===== config.mk =====
export PLATFORM = sky130hd
export DESIGN_NAME = apb_slave_mem
export DESIGN_NICKNAME = d
export VERILOG_FILES = /design/src/rtl/apb_slave_mem.sv
export SDC_FILE = /design/constraint.sdc
export NUM_CORES = 2
export LEC_CHECK = 0
export BUFFER_PORTS_ARGS = -buffer_cell sky130_fd_sc_hd__buf_2
export CAP_MARGIN = 20
export CORE_UTILIZATION = 38
export CTS_BUF_LIST = sky130_fd_sc_hd__clkbuf_16
export DETAILED_ROUTE_END_ITERATION = 6
export MAX_ROUTING_LAYER = met4
export PLACE_DENSITY = 0.57
export SLEW_MARGIN = 20
export SYNTH_ARGS = -nofsm -noshare
export SYNTH_HDL_FRONTEND = slang
export SYNTH_SLANG_ARGS = --single-unit

===== constraint.sdc =====
create_clock -name clk -period 7.8 [get_ports clk]
set_input_delay 0.39 -clock clk [delete_from_list [all_inputs] [get_ports clk]]
set_output_delay 0.39 -clock clk [all_outputs]
set_load 0.02 [all_outputs]

===== src/rtl/apb_slave_mem.sv =====
// ============================================================================
// apb_slave_mem : APB completer backed by a word-addressed register file.
// Optional macro APB_SLV_WAIT_EN adds WAIT_CYCLES wait states per transfer.
// Revision: 1.0
// ============================================================================
`default_nettype none

module apb_slave_mem #(
  parameter int unsigned       DATA_W      = 32,
  parameter int unsigned       ADDR_W      = 32,
  parameter int unsigned       DEPTH       = 64,
  parameter logic [ADDR_W-1:0] BASE_ADDR   = 32'hDEADCA00,
  parameter int unsigned       WAIT_CYCLES = 2
) (
  input  logic              clk,
  input  logic              reset,
  input  logic              psel_i,
  input  logic              penable_i,
  input  logic [ADDR_W-1:0] paddr_i,
  input  logic              pwrite_i,
  input  logic [DATA_W-1:0] pwdata_i,
  output logic              pready_o,
  output logic [DATA_W-1:0] prdata_o,
  output logic              pslverr_o
);

  localparam int unsigned       IDX_W     = $clog2(DEPTH);
  localparam logic [ADDR_W-1:0] WIN_BYTES = ADDR_W'(4 * DEPTH);

  if (DEPTH < 2 || (DEPTH & (DEPTH - 1)) != 0 || WAIT_CYCLES > 15) begin : g_param_check
    $error("apb_slave_mem: DEPTH must be a power of two >= 2 and WAIT_CYCLES <= 15");
  end

  typedef enum logic [1:0] {
    S_IDLE = 2'd0,
    S_WAIT = 2'd1,
    S_RESP = 2'd2
  } state_t;

  state_t              state_q, state_d;
  logic [DATA_W-1:0]   mem_q [DEPTH];
  logic [DATA_W-1:0]   prdata_q;
  logic [DATA_W-1:0]   wdata_q;
  logic [IDX_W-1:0]    idx_q;
  logic                wr_q;
  logic                inr_q;

  logic [ADDR_W-1:0]   offset;
  logic                in_range;
  logic [IDX_W-1:0]    idx;
  logic                setup;
  logic                commit;

  // Subtraction wraps below BASE_ADDR, so one unsigned compare covers both ends.
  assign offset   = paddr_i - BASE_ADDR;
  assign in_range = (offset < WIN_BYTES);
  assign idx      = offset[IDX_W+1:2];

`ifdef APB_SLV_WAIT_EN
  logic [3:0] cnt_q, cnt_d;

  always_ff @(posedge clk) begin
    if (reset) begin
      cnt_q <= 4'd0;
    end else begin
      cnt_q <= cnt_d;
    end
  end
`endif

  always_comb begin
    state_d = state_q;
    setup   = 1'b0;
    commit  = 1'b0;
`ifdef APB_SLV_WAIT_EN
    cnt_d   = cnt_q;
`endif
    case (state_q)
      S_IDLE: begin
        if (psel_i && !penable_i) begin
          setup = 1'b1;
`ifdef APB_SLV_WAIT_EN
          if (WAIT_CYCLES == 0) begin
            state_d = S_RESP;
          end else begin
            state_d = S_WAIT;
            cnt_d   = 4'(WAIT_CYCLES);
          end
`else
          state_d = S_RESP;
`endif
        end
      end
`ifdef APB_SLV_WAIT_EN
      S_WAIT: begin
        if (!psel_i) begin
          state_d = S_IDLE;
          cnt_d   = 4'd0;
        end else if (cnt_q == 4'd1) begin
          state_d = S_RESP;
          cnt_d   = 4'd0;
        end else begin
          cnt_d = cnt_q - 4'd1;
        end
      end
`endif
      S_RESP: begin
        if (!psel_i) begin
          state_d = S_IDLE;
        end else if (penable_i) begin
          commit  = wr_q && inr_q;
          state_d = S_IDLE;
        end
      end
      default: state_d = S_IDLE;
    endcase
  end

  always_ff @(posedge clk) begin
    if (reset) begin
      state_q  <= S_IDLE;
      prdata_q <= '0;
      wdata_q  <= '0;
      idx_q    <= '0;
      wr_q     <= 1'b0;
      inr_q    <= 1'b0;
      for (int i = 0; i < int'(DEPTH); i++) begin
        mem_q[i] <= '0;
      end
    end else begin
      state_q <= state_d;
      if (setup) begin
        wr_q     <= pwrite_i;
        wdata_q  <= pwdata_i;
        idx_q    <= idx;
        inr_q    <= in_range;
        prdata_q <= in_range ? mem_q[idx] : '0;
      end
      if (commit) begin
        mem_q[idx_q] <= wdata_q;
      end
    end
  end

  assign pready_o  = (state_q == S_RESP);
  assign pslverr_o = (state_q == S_RESP) && !inr_q;
  assign prdata_o  = prdata_q;

endmodule

`default_nettype wire


# Word-level counts from Yosys, hierarchy flattened
# Memories as Yosys holds them, arrays and structs flattened.
# Index checks and enable logic that the tools add are counted.
# word_totals
mem_count,1
out_inout_bits,34
reg_bits,74
elab_cells,38
inputBits,69
ram_bits,2048
# mem_list
memory,depth,width,rd,rd_ports_with_merged_regs,write_ports,line_no,rtl
mem_q,64,32,1,0,64,41,logic [DATA_W-1:0] mem_q [DEPTH];
# op_classes
n_addsub,1
mux,18
reduce_logical,8
eq_ne,3
order_cmp,1
# op_table
operator,count
$mux W32,2
$lt A32 B9 Y1 const B,1
$reduce_or A32 Y1,1
$sub A32 B32 Y32 const B,1
$mux W1,11
$mux W2,3
$mux W6,1
$pmux W2 S2,1
$logic_and A1 B1 Y1,3
$ne A3 B3 Y1 const B,1
$eq A2 B2 Y1 const B,1
$logic_not A1 Y1,2
$logic_not A2 Y1,1
$ne A2 B2 Y1 const B,1
$reduce_and A2 Y1,1

# Depth between registers and ports, before layout
# logic_depth
depth_word,9
depth_mapped,12
mapped_depth_nobuf,9

# Worst setup path before layout
# Ideal clock, no wire load.
# synth_path
path_kind,in2reg
from,input psel_i
to,register prdata_q[12] (netlist: prdata_o[12])
stages,11
n_path_buf,2
t_required_ps,7731
setup_time_ps,69
arrival_ps,2494
setup_slack_ps,5237
path_cell_list,nor2b_1 -> ha_1 -> buf_2 -> nand4b_1 -> or4_1 -> or4_1 -> nor4_1 -> and4bb_2 -> nand4_4 -> buf_6 -> o21ai_1
# synth_between
elab_chain_len,3
# synth_rtl
element,line_no,rtl
"start, declared",17,"input logic psel_i,"
$logic_and A1 B1 Y1,80,if (psel_i && !penable_i) begin
$mux W1,80,
$mux W1,78,case (state_q)
net setup,51,logic setup;
"end signal, assigned",137,prdata_q <= in_range ? mem_q[idx] : '0;
"end, declared",42,logic [DATA_W-1:0] prdata_q;
# The timed path passes the listed nets, and every way through them passes these cells.
# A chain may end at the register's enable or synchronous reset.

==> results.yml <==
run_status:
  status: "completed"
logic_synthesis:
  ys_seq_area_frac: 0.649
  synth.top_cells.by_area: "edfxtp_1, and2_1, mux4_2, mux2i_1, clkbuf_1"
  synth_top_family_by_area: "simple AND/OR/NAND/NOR gates"
  ys.flop_type: "edfxtp_1"
  synth_top_cell_by_area: "edfxtp_1"
  synth.cells.most_frequent: "and2_1, edfxtp_1, clkbuf_1"
  synthAdderAreaFrac: 0.000258
  synthMuxAreaShare: 0.120
  async_flop_share: 0
  synth_most_common_cell: "and2_1"
  ys_ff_latch: 2121
  yosys.area_share.simple: 0.156
  synth_edf_count: 2048
  syn_area_mm2: 0.0970
  avgSynthCellArea_um2: 14.5
  synth_compound_area_frac: 0.0440
  yosysTopAreaCellShare: 0.634
  syn_inst: 6701
  synth.distinct_cells: 68
  yosys_warnings: 0
  syn_nets: 6772
  synthXorXnorAreaFrac: 0.000271
placement:
  io_buffers: 100
  placed_cell_area_mm2: 0.100
  gp_congestion: 0.868
  dp_hpwl_um: 175000
floorplan:
  io_pins: 103
  core-area_mm2: 0.254
  die_area_mm2: 0.257
  initial_core_util: 0.382
  die_width_um: 507
  rows: 185
  die_y_um: 507
setup_path:
  endpoint_kind: "flip-flop"
  crit_slowest_cell: "or2_2"
  rrSetupSlack_ps: 3520
  crit_path_max_fanout: 33
  reg2reg_from: "inr_q"
  crit_type: "flip-flop to flip-flop"
  required_ps: 8270
  worstSetupStartpointType: "flip-flop"
  reg2reg_to: "mem_q[2][27]"
  cp.arrival_ps: 4740
  crit_chain: "nand4_1 > nor3b_1 > nor2b_1 > nand2_1 > nor2_2 > buf_4 > or2_2"
  slowest_delay_ps: 930
  r2r_cells: 7
min_path:
  min_from: "penable_i"
  hold-path-endpoint: "state_q[1]"
  hold_depth: 5
  min-delay-path-class: "input port to flip-flop"
timing:
  worst_slew_pin_slew_ps: 1370
  hold_viol_final: 0
  fmax_mhz: 234
  fin_crit_ps: 4280
  fin_tns_setup_ps: 0
  relSlewSlack: 0.0787
  rsz0062_at_grt: "false"
  finalMaxSlewViolations: 0
  setup_viol: 0
  skew_ps: 75.1
  period_share: 0.548
route:
  drtAntennaViolNets: 0
  routed_wl_um: 305000
  vias_per_cell: 5.62
  drc: 0
  num_vias: 56871
  wl_per_cell_um: 30.2
  dr.pass1.iters: 5
  drt_iter0_drc: 6344
global_route:
  grt_pass1_wl_um: 426000
  grt_usage: 0.242
  grt_overflow: 0
  grt_pass1_vias: 55023
  antenna_found_initial: 19
  grt_max_degree: 91
clock_tree:
  path_clk_slew_ps: 60
  clockRootBuffer: "clkbuf_16"
  cts.path.max_buffers: 3
  clkLatencyLatePin_ps: 890
  clock_sinks: 2121
  cts_tree: "done"
  htree_levels: 4
  numCtsBuffers: 224
job:
  drv_cap: 0
power:
  power.density_mw_per_mm2: 234
  leakagePower_uw: 0.0395
  ir_drop_mv: 0.200
final_layout:
  stdcell_area_mm2: 0.108
  nets: 6623
  area_growth_pct: 11.2
  layout-drive-gt1-share: 0.156
-- repair_timing --
item | 4_1_cts | 5_1_grt
hold endpoints to repair | 33 | 0
buffers inserted | 0 | 0
gates resized for setup | 0 | 0
hold buffers | 33 | 0
-- metal layers --
metal / global-route usage / part of all wire / up-vias
met5: - / 0 / -
met4: 0.101 / 0.047 / 0
met3: 0.0390 / 0.077 / 461
met2: 0.363 / 0.46 / 2385
met1: 0.326 / 0.42 / 29732
li1: - / - / 24293
-- layout by cell type (no fill, tap or decap), types with 66 or more instances in the layout --
cell type | Yosys | final
a221oi_1 | 171 | 171
and2_1 | 2051 | 2050
buf_2 | 26 | 96
buf_4 | 54 | 158
clkbuf_16 | 0 | 226
edfxtp_1 | 2048 | 2048
inv_1 | 11 | 89
mux2i_1 | 477 | 477
mux4_2 | 300 | 300
nand2_1 | 84 | 82
nor2_1 | 144 | 76
nor2_2 | 0 | 66
o21ai_0 | 103 | 101
-- kinds of logic (layout without fill, tap and decap cells) --
group	count (synthesis)	after routing
buffers and inverters	692	735
flip-flops	2121	2121
AO/OA/AOI/OAI	585	585
AND/OR/NAND/NOR	2514	2514
adder cells (fa/ha/maj)	2	2
other	0	9
multiplexers	784	784
XOR/XNOR	3	3
-- worst max-delay path, delay by kind of cell, from the launching register on --
family	cells	cell delay (ps)
flip-flops	1	490
buffers and inverters	1	430
AND/OR/NAND/NOR	6	2880
-- power breakdown --
part           total (uW)  switching (uW)  leakage [uW]  internal (uW)
Combinational        2030            1460        0.0140            572
Sequential          13000             150        0.0217          12800
Clock               10200            4550       0.00373           5700
Total               25300            6160        0.0395          19100
-- worst max-delay path by stage --
stage	start	end	depth (start not counted)
floorplan	psel_i	prdata_o[12]	11
global placement	inr_q	mem_q[28][12]	7
detailed placement	paddr_i[2]	prdata_o[16]	9
CTS	inr_q	mem_q[0][29]	7
global route	inr_q	mem_q[2][29]	7
finish	inr_q	mem_q[2][27]	7
-- stage by stage --
step	util	power, uW	setup WS, ps	hold slack (ps)	std cells
6_report	0.425	25300	3520	92.8	10119
5_1_grt	0.425	25900	3480	70.5	10113
4_1_cts	0.424	25400	3550	32.1	10106
3_5_place_dp	0.396	15200	3480	436	9655
3_3_place_gp	0.395	15200	3460	437	9654
2_1_floorplan	-	14300	5240	436	6701
-- flip-flops by register name, summed over array words and instances (netlist names) --
signal and count:
mem_q 2048, prdata_o 32, wdata_q 32, idx_q 6, inr_q 1, state_q 1
wr_q 1
-- layout make-up --
cell class | instances | area, um2
tap | 3366 | 4210
clock inverter | 192 | 1330
antenna | 9 | 22.5
fill | 22592 | 146000
timing repair buffer | 305 | 2290
clock buffer | 226 | 5660
sequential | 2121 | 63000
inverter | 12 | 51.3
multi-input combinational | 3888 | 31300
Power figures use the tool's default switching activity.
